`config.mk`:
```
export PLATFORM = sky130hd
export DESIGN_NAME = regfile_access_arbiter_flat
export DESIGN_NICKNAME = d
export VERILOG_FILES = /design/src/rtl/regfile_pkg.sv /design/src/rtl/regfile_access_arbiter_if.sv /design/src/rtl/rr_arbiter.sv /design/src/rtl/regfile_access_arbiter.sv /design/src/flat_wrapper.sv
export SDC_FILE = /design/constraint.sdc
export NUM_CORES = 1
export LEC_CHECK = 0
export ABC_CLOCK_PERIOD_IN_PS = 5100
export CAP_MARGIN = 30
export CORE_AREA = 10 10 89 84
export CTS_CLUSTER_DIAMETER = 150
export DETAILED_ROUTE_END_ITERATION = 16
export DIE_AREA = 0 0 99 94
export HOLD_SLACK_MARGIN = 0.02
export PLACE_DENSITY = 0.86
export SKIP_LAST_GASP = 1
export SYNTH_ARGS = -nofsm -noshare
export SYNTH_HDL_FRONTEND = slang
export SYNTH_SLANG_ARGS = --single-unit
```
`constraint.sdc`:
```
create_clock -name clk -period 5.1 [get_ports clk]
set_clock_uncertainty 0.1 [all_clocks]
set_input_delay 0.51 -clock clk [delete_from_list [all_inputs] [get_ports clk]]
set_output_delay 0.51 -clock clk [all_outputs]
set_load 0.02 [all_outputs]
```
`src/rtl/regfile_pkg.sv`:
```
// ============================================================================
// Module   : regfile_pkg
// Purpose  : Shared constants, FSM state type and sizing helper for the
//            register-file access arbiter slice.
// Contents : DEFAULT_WIDTH / DEFAULT_ADDR / DEFAULT_DEPTH  register-file shape
//            state_t                                       arbiter FSM states
//            grant_width()                                 grant-index width
// Revision : 1.0 - initial release
// ============================================================================
`default_nettype none

package regfile_pkg;

  localparam int DEFAULT_WIDTH = 8;
  localparam int DEFAULT_ADDR  = 2;
  localparam int DEFAULT_DEPTH = 1 << DEFAULT_ADDR;

  typedef enum logic [1:0] {
    IDLE   = 2'd0,
    ACCESS = 2'd1,
    RESP   = 2'd2
  } state_t;

  // Grant-index width for n requesters; never below one bit.
  function automatic int grant_width(input int n);
    return (n <= 2) ? 1 : $clog2(n);
  endfunction

endpackage

`default_nettype wire

```
`src/rtl/regfile_access_arbiter_if.sv`:
```
// ============================================================================
// Module   : regfile_access_arbiter_if
// Purpose  : Requester-side handshake bus plus register-file port bundle.
// Modports : slave  - the arbiter (consumes requests, drives the RF ports)
//            master - requesters and the register file model
// Signals  : req_valid/req_we/req_addr/req_wdata  packed per-requester request
//            req_ready/rsp_valid                  one-hot pulses back
//            rsp_rdata                            response data
//            rf_w_en/rf_w_addr/rf_w_data          RF write port
//            rf_r_en/rf_r_addr/rf_r_data          RF read port
// Revision : 1.0 - initial release
// ============================================================================
`default_nettype none

interface regfile_access_arbiter_if
  import regfile_pkg::*;
#(
  parameter int NUM_REQ = 4,
  parameter int WIDTH   = DEFAULT_WIDTH,
  parameter int ADDR    = DEFAULT_ADDR
);

  logic [NUM_REQ-1:0]       req_valid;
  logic [NUM_REQ-1:0]       req_we;
  logic [NUM_REQ*ADDR-1:0]  req_addr;
  logic [NUM_REQ*WIDTH-1:0] req_wdata;
  logic [NUM_REQ-1:0]       req_ready;
  logic [NUM_REQ-1:0]       rsp_valid;
  logic [WIDTH-1:0]         rsp_rdata;
  logic                     rf_w_en;
  logic [ADDR-1:0]          rf_w_addr;
  logic [WIDTH-1:0]         rf_w_data;
  logic                     rf_r_en;
  logic [ADDR-1:0]          rf_r_addr;
  logic [WIDTH-1:0]         rf_r_data;

  modport slave (
    input  req_valid, req_we, req_addr, req_wdata, rf_r_data,
    output req_ready, rsp_valid, rsp_rdata,
           rf_w_en, rf_w_addr, rf_w_data, rf_r_en, rf_r_addr
  );

  modport master (
    output req_valid, req_we, req_addr, req_wdata, rf_r_data,
    input  req_ready, rsp_valid, rsp_rdata,
           rf_w_en, rf_w_addr, rf_w_data, rf_r_en, rf_r_addr
  );

endinterface

`default_nettype wire

```
`src/rtl/rr_arbiter.sv`:
```
// ============================================================================
// Module   : rr_arbiter
// Purpose  : Combinational round-robin pick. The search starts at ptr and
//            wraps upward; the first requesting index wins.
// Ports    : req       [NUM_REQ] request vector
//            ptr       [GW]      highest-priority index
//            grant     [NUM_REQ] one-hot winner
//            grant_idx [GW]      binary winner index
//            any                 at least one request present
// Revision : 1.0 - initial release
// ============================================================================
`default_nettype none

module rr_arbiter
  import regfile_pkg::*;
#(
  parameter int NUM_REQ = 4,
  parameter int GW      = grant_width(NUM_REQ)
) (
  input  logic [NUM_REQ-1:0] req,
  input  logic [GW-1:0]      ptr,
  output logic [NUM_REQ-1:0] grant,
  output logic [GW-1:0]      grant_idx,
  output logic               any
);

  logic [GW:0]   w_sum;
  logic [GW-1:0] w_idx;

  always_comb begin
    grant     = '0;
    grant_idx = '0;
    any       = 1'b0;
    w_sum     = '0;
    w_idx     = '0;
    for (int i = 0; i < NUM_REQ; i++) begin
      // ptr < NUM_REQ always, so one conditional subtract performs the wrap.
      w_sum = {1'b0, ptr} + (GW+1)'(i);
      if (w_sum >= (GW+1)'(NUM_REQ)) begin
        w_sum = w_sum - (GW+1)'(NUM_REQ);
      end
      w_idx = w_sum[GW-1:0];
      if (!any && req[w_idx]) begin
        any          = 1'b1;
        grant[w_idx] = 1'b1;
        grant_idx    = w_idx;
      end
    end
  end

endmodule

`default_nettype wire

```
`src/rtl/regfile_access_arbiter.sv`:
```
// ============================================================================
// Module   : regfile_access_arbiter
// Purpose  : Shares one single-port register file among NUM_REQ requesters.
//            Each transaction runs IDLE -> ACCESS -> RESP (3 cycles): the
//            winner is captured in IDLE, gets req_ready and the RF access in
//            ACCESS, and a one-cycle rsp_valid with data in RESP.
// Ports    : clk, rst (asynchronous, active-high)
//            bus  (regfile_access_arbiter_if.slave) requests, responses, RF
//            busy high during ACCESS and RESP
// Options  : REGFILE_ARB_FIXED_PRIO_EN - lowest index always wins; the
//            round-robin pointer is removed. Default build is round-robin.
// Revision : 1.0 - initial release
// ============================================================================
`default_nettype none

module regfile_access_arbiter
  import regfile_pkg::*;
#(
  parameter int NUM_REQ = 4,
  parameter int WIDTH   = DEFAULT_WIDTH,
  parameter int ADDR    = DEFAULT_ADDR,
  parameter int GW      = grant_width(NUM_REQ)
) (
  input  logic                      clk,
  input  logic                      rst,
  regfile_access_arbiter_if.slave   bus,
  output logic                      busy
);

  state_t               r_state;
  logic [GW-1:0]        r_grant;
  logic                 r_we;
  logic [ADDR-1:0]      r_addr;
  logic [WIDTH-1:0]     r_wdata;
  logic [NUM_REQ-1:0]   r_req_ready;
  logic [NUM_REQ-1:0]   r_rsp_valid;
  logic [WIDTH-1:0]     r_rsp_rdata;
  logic                 r_w_en;
  logic                 r_r_en;
  logic                 r_busy;

  logic [GW-1:0]        w_ptr;
  logic [NUM_REQ-1:0]   w_gnt_onehot;
  logic [GW-1:0]        w_gnt_idx;
  logic                 w_any;
  logic [ADDR-1:0]      w_addr_arr  [NUM_REQ];
  logic [WIDTH-1:0]     w_wdata_arr [NUM_REQ];

  for (genvar gi = 0; gi < NUM_REQ; gi++) begin : g_unpack
    assign w_addr_arr[gi]  = bus.req_addr[gi*ADDR +: ADDR];
    assign w_wdata_arr[gi] = bus.req_wdata[gi*WIDTH +: WIDTH];
  end

`ifdef REGFILE_ARB_FIXED_PRIO_EN
  // Pointer pinned to 0 turns the round-robin search into lowest-index-wins.
  assign w_ptr = '0;
`else
  logic [GW-1:0] r_rr_ptr;
  assign w_ptr = r_rr_ptr;
`endif

  rr_arbiter #(
    .NUM_REQ (NUM_REQ),
    .GW      (GW)
  ) u_rr_arbiter (
    .req       (bus.req_valid),
    .ptr       (w_ptr),
    .grant     (w_gnt_onehot),
    .grant_idx (w_gnt_idx),
    .any       (w_any)
  );

  always_ff @(posedge clk or posedge rst) begin
    if (rst) begin
      r_state     <= IDLE;
      r_grant     <= '0;
      r_we        <= 1'b0;
      r_addr      <= '0;
      r_wdata     <= '0;
      r_req_ready <= '0;
      r_rsp_valid <= '0;
      r_rsp_rdata <= '0;
      r_w_en      <= 1'b0;
      r_r_en      <= 1'b0;
      r_busy      <= 1'b0;
`ifndef REGFILE_ARB_FIXED_PRIO_EN
      r_rr_ptr    <= '0;
`endif
    end else begin
      case (r_state)
        IDLE: begin
          if (w_any) begin
            // Capture the winner and pre-load the ACCESS-cycle outputs so
            // ready and the RF enables are registered.
            r_grant     <= w_gnt_idx;
            r_we        <= bus.req_we[w_gnt_idx];
            r_addr      <= w_addr_arr[w_gnt_idx];
            r_wdata     <= w_wdata_arr[w_gnt_idx];
            r_req_ready <= w_gnt_onehot;
            r_w_en      <= bus.req_we[w_gnt_idx];
            r_r_en      <= ~bus.req_we[w_gnt_idx];
            r_busy      <= 1'b1;
            r_state     <= ACCESS;
          end
        end
        ACCESS: begin
          // rf_r_data is only sampled here, while the read port is enabled.
          r_rsp_rdata <= r_we ? r_wdata : bus.rf_r_data;
          r_rsp_valid <= NUM_REQ'(1) << r_grant;
          r_req_ready <= '0;
          r_w_en      <= 1'b0;
          r_r_en      <= 1'b0;
`ifndef REGFILE_ARB_FIXED_PRIO_EN
          r_rr_ptr    <= (r_grant == GW'(NUM_REQ-1)) ? '0 : r_grant + GW'(1);
`endif
          r_state     <= RESP;
        end
        RESP: begin
          r_rsp_valid <= '0;
          r_busy      <= 1'b0;
          r_state     <= IDLE;
        end
        default: begin
          r_state <= IDLE;
        end
      endcase
    end
  end

  assign bus.req_ready = r_req_ready;
  assign bus.rsp_valid = r_rsp_valid;
  assign bus.rsp_rdata = r_rsp_rdata;
  assign bus.rf_w_en   = r_w_en;
  assign bus.rf_w_addr = r_addr;
  assign bus.rf_w_data = r_wdata;
  assign bus.rf_r_en   = r_r_en;
  assign bus.rf_r_addr = r_addr;
  assign busy          = r_busy;

endmodule

`default_nettype wire

```
`src/flat_wrapper.sv`:
```
// flat-port wrapper written by rule: the top's interface ports become plain ports
module regfile_access_arbiter_flat import regfile_pkg::*;
#(
  parameter int NUM_REQ = 4,
  parameter int WIDTH   = DEFAULT_WIDTH,
  parameter int ADDR    = DEFAULT_ADDR,
  parameter int GW      = grant_width(NUM_REQ)
)
  (clk, rst, busy, bus_req_valid, bus_req_we, bus_req_addr, bus_req_wdata, bus_rf_r_data, bus_req_ready, bus_rsp_valid, bus_rsp_rdata, bus_rf_w_en, bus_rf_w_addr, bus_rf_w_data, bus_rf_r_en, bus_rf_r_addr);
  regfile_access_arbiter_if #(.NUM_REQ(NUM_REQ), .WIDTH(WIDTH), .ADDR(ADDR)) bus_i ();
  input  logic clk;
  input  logic rst;
  output logic busy;
  input wire logic [$bits(bus_i.req_valid)-1:0] bus_req_valid;
  input wire logic [$bits(bus_i.req_we)-1:0] bus_req_we;
  input wire logic [$bits(bus_i.req_addr)-1:0] bus_req_addr;
  input wire logic [$bits(bus_i.req_wdata)-1:0] bus_req_wdata;
  input wire logic [$bits(bus_i.rf_r_data)-1:0] bus_rf_r_data;
  output wire logic [$bits(bus_i.req_ready)-1:0] bus_req_ready;
  output wire logic [$bits(bus_i.rsp_valid)-1:0] bus_rsp_valid;
  output wire logic [$bits(bus_i.rsp_rdata)-1:0] bus_rsp_rdata;
  output wire logic [$bits(bus_i.rf_w_en)-1:0] bus_rf_w_en;
  output wire logic [$bits(bus_i.rf_w_addr)-1:0] bus_rf_w_addr;
  output wire logic [$bits(bus_i.rf_w_data)-1:0] bus_rf_w_data;
  output wire logic [$bits(bus_i.rf_r_en)-1:0] bus_rf_r_en;
  output wire logic [$bits(bus_i.rf_r_addr)-1:0] bus_rf_r_addr;
  assign bus_i.req_valid = bus_req_valid;
  assign bus_i.req_we = bus_req_we;
  assign bus_i.req_addr = bus_req_addr;
  assign bus_i.req_wdata = bus_req_wdata;
  assign bus_i.rf_r_data = bus_rf_r_data;
  assign bus_req_ready = bus_i.req_ready;
  assign bus_rsp_valid = bus_i.rsp_valid;
  assign bus_rsp_rdata = bus_i.rsp_rdata;
  assign bus_rf_w_en = bus_i.rf_w_en;
  assign bus_rf_w_addr = bus_i.rf_w_addr;
  assign bus_rf_w_data = bus_i.rf_w_data;
  assign bus_rf_r_en = bus_i.rf_r_en;
  assign bus_rf_r_addr = bus_i.rf_r_addr;
  regfile_access_arbiter #(.NUM_REQ(NUM_REQ), .WIDTH(WIDTH), .ADDR(ADDR), .GW(GW)) u_core (.clk(clk), .rst(rst), .bus(bus_i), .busy(busy));
endmodule
```
==> metrics <==
M1 GR Usage=23.1%; worst-path fanout max=40; number of synthesized flops with an enable pin=0; Vias/cell=5.94; Total GRT Usage=18.3%; critical path required time=5.19 ns; Synth top area share=32.4%; Avg WL per Cell=18.9 microns; largest area contributor in the netlist=dfrtp_1; Max Buffers Root-to-Sink=2; setup_tns=0 ns; Die Wd=99 microns; layout cells sized above 1=7.58%; clock root buffer=clkbuf_8; Layout area overhead=35.7%; Netlist cell types=47; CP Capture Type=flop; CTS Buf Count=5; initial antenna violation count=0; crit path DAT=3.43 ns; final critical-path required period=3.34 ns; remaining antenna violation count=0; ys async rst share=100%; Pint=1.30 mW; Psw=1.23 mW; clock-pin slew on the worst setup and hold paths=0.07 ns; Final Non-Filler Cells=466; drt drc=0; CTS tree=done; met3 Use GR=4.19%; Setup Viol. Count Final=0; DIE HEIGHT=94 microns; Synth area leaders=dfrtp_1 (32%), ha_1 (7.2%), nand2_1 (5.7%), o21ai_0 (5.6%), mux2i_1 (5.0%); H-tree depth=2; Slew @ Worst Pin=0.964 ns; Routed WL=8800 microns; Startpoint Class=flop; kind of critical path=flop to flop; die area=0.00931 sq mm; maximum vdd drop=0.387 mV; clock sinks=36; Starting DRT DRC Count=258; largest net degree at the start of global routing=41; max cap viols=0; Row Count=26; vias in the first global route=2,747; PortBufs=88; Inst Count DP=458; final hold vios=0; router iterations before antenna repair=5; hold buffer count at cts=0; vias post-DR=2,768; Max Freq=0.300 GHz; FF-to-FF setup slack=1.76 ns; Main synth FF type=dfrtp_1; Syn. warnings=0; global route overflow=0; post-cts sizing count=0; GRT met2 Usage=29.8%; worst min path class=flop to flop; RSZ-0062 raised after global routing=false; sequential share of the synthesized area=32.4%; Starting Density=50.0%; Post-CTS Setup Bufs=0; slew margin rel.=35.6%; GR peak layer=met2; status=finished, final reports clean; Syn Nets=390; # IOs=89; max-slew violation count=0; final net count=469; post-synthesis instance total=316; diode count=0; clock group share of total power=8.5%; DP Wirelength=6750 microns; combinational power share=70.2%; fin crit share=65.5%; first-pass GRT wire length=14,100 microns; switch share=48.7%; Cell Area, Synth=0.00278 sq mm; core box area=0.00556 sq mm; Pwr Total=2.53 mW; Lkg Pwr=1.59 nW; register bit total from synthesis=36; Clk Latency, worst-skew pair=0.29 ns; gpl congestion=0.859; Flop pwr share=21.4%; average size of a mapped cell=8.81 sq um; Pwr Density=671 mW/mm^2
==> routing by layer <==
| layer | routed length [microns] | part of all wire (%) | vias up |
|---|---|---|---|
| met4 | 154 | 1.8 | 0 |
| met2 | 4150 | 47 | 125 |
| met5 | 0 | 0 | - |
| li1 | - | - | 1335 |
| met1 | 3840 | 44 | 1291 |
| met3 | 647 | 7.4 | 17 |
==> cells in the final DEF, fill, tap and decap left out, types with 2 or more instances in the layout <==
master,n
nand2_1,42
buf_4,5
mux2i_1,14
o221ai_1,6
nor2_1,20
and3_1,4
o31ai_1,2
inv_1,17
a21oi_1,14
nor2b_1,4
dfrtp_1,36
a211oi_1,6
clkbuf_8,6
a32oi_1,2
o22ai_1,13
a41o_1,4
ha_1,16
o21ai_1,3
a22o_1,4
clkdlybuf4s50_1,88
a221o_1,6
o21ai_0,31
o22a_1,6
mux2_2,7
nand2b_1,3
mux4_2,3
nand4_1,7
a22oi_1,8
==> final timing paths <==
check | start | endpoint | cells past startpoint
hold / removal | u_core.bus.rf_w_en | u_core.bus.rf_w_en | 2
hold reg to reg | u_core.bus.rf_w_en | u_core.bus.rf_w_en | 2
min in group asynchronous | rst | u_core.bus.rsp_rdata[3] | 3
setup reg to reg | u_core.r_rr_ptr[0] | u_core.bus.rf_w_en | 9
setup / recovery | u_core.r_rr_ptr[0] | u_core.bus.rf_w_en | 9
max in group asynchronous | rst | u_core.r_rr_ptr[1] | 3
==> per-stage QoR <==
stage                     utilization (%)  setup slack, ns  instance area (sq um)  hold slack [ns]
after floorplan                         -             2.16                   2780            0.400
after global placement               66.2             1.80                   3680            0.387
after detailed placement             66.2             1.75                   3680            0.384
after CTS                            67.9             1.77                   3780            0.408
after global routing                 67.9             1.57                   3780            0.435
final                                67.9             1.76                   3780            0.410
==> logic make-up (layout without fill, tap and decap cells) <==
| kind of cell | after synthesis | after routing | share of synthesized area (%) |
|---|---|---|---|
| AND/OR/NAND/NOR | 86 | 86 | 13.9 |
| flip-flops | 36 | 36 | 32.4 |
| buffers and inverters | 39 | 119 | 6.25 |
| adder cells (fa/ha/maj) | 16 | 16 | 7.19 |
| multiplexers | 26 | 26 | 11.6 |
| AO/OA/AOI/OAI | 113 | 113 | 28.6 |
==> flip-flops by register name, summed over array words and instances (netlist names), 2 cells and up <==
| signal | flops |
|---|---|
| u_core.bus.rf_r_addr | 2 |
| u_core.r_grant | 2 |
| u_core.bus.rsp_valid | 4 |
| u_core.bus.rsp_rdata | 8 |
| u_core.bus.rf_w_data | 8 |
| u_core.r_rr_ptr | 2 |
| u_core.bus.req_ready | 4 |
| u_core.r_state | 2 |
==> Yosys cell counts, types with 2 or more instances <==
cell type and number:
mux2_2 7, inv_1 17, nand4_1 7, o21ai_0 31, a22oi_1 8, clkbuf_1 14
o31ai_1 2, o21ai_1 3, nand2_1 42, a22o_1 4, dfrtp_1 36, nor2_1 20
a221o_1 6, o221ai_1 6, and3_1 4, buf_6 2, nor2b_1 4, buf_4 3
o22ai_1 13, ha_1 16, o22a_1 6, a211oi_1 6, nand2b_1 3, mux2i_1 14
a41o_1 4, a32oi_1 2, a21oi_1 14, mux4_2 3
==> power groups by stage <==
stage          clock [mW]  sequential [mW]  combinational, mW
2_1_floorplan           0            0.626               1.15
6_report            0.215            0.541               1.78
5_1_grt             0.228            0.566               1.94
3_5_place_dp            0            0.546               1.76
4_1_cts             0.217            0.540               1.77
3_3_place_gp            0            0.540               1.71
==> area by class of cell <==
type | instances | area (sq um)
Clock buffer | 7 | 86.3
Sequential cell | 36 | 901
Tap cell | 70 | 87.6
Multi-Input combinational cell | 241 | 1710
Inverter | 18 | 67.6
Timing Repair Buffer | 93 | 918
Clock inverter | 1 | 7.51
Fill cell | 432 | 1790
==> worst max-delay path, cell delays in order (launching register included) <==
cell and delay [ns]:
dfrtp_1 0.32, buf_4 0.37, clkinv_1 0.16, ha_1 0.39, mux4_2 0.40, nor2b_4 0.10, nor2_2 0.54, o21a_4 0.25
mux2_4 0.32, o41ai_2 0.26
No activity file was read; power rests on OpenSTA's default activity.
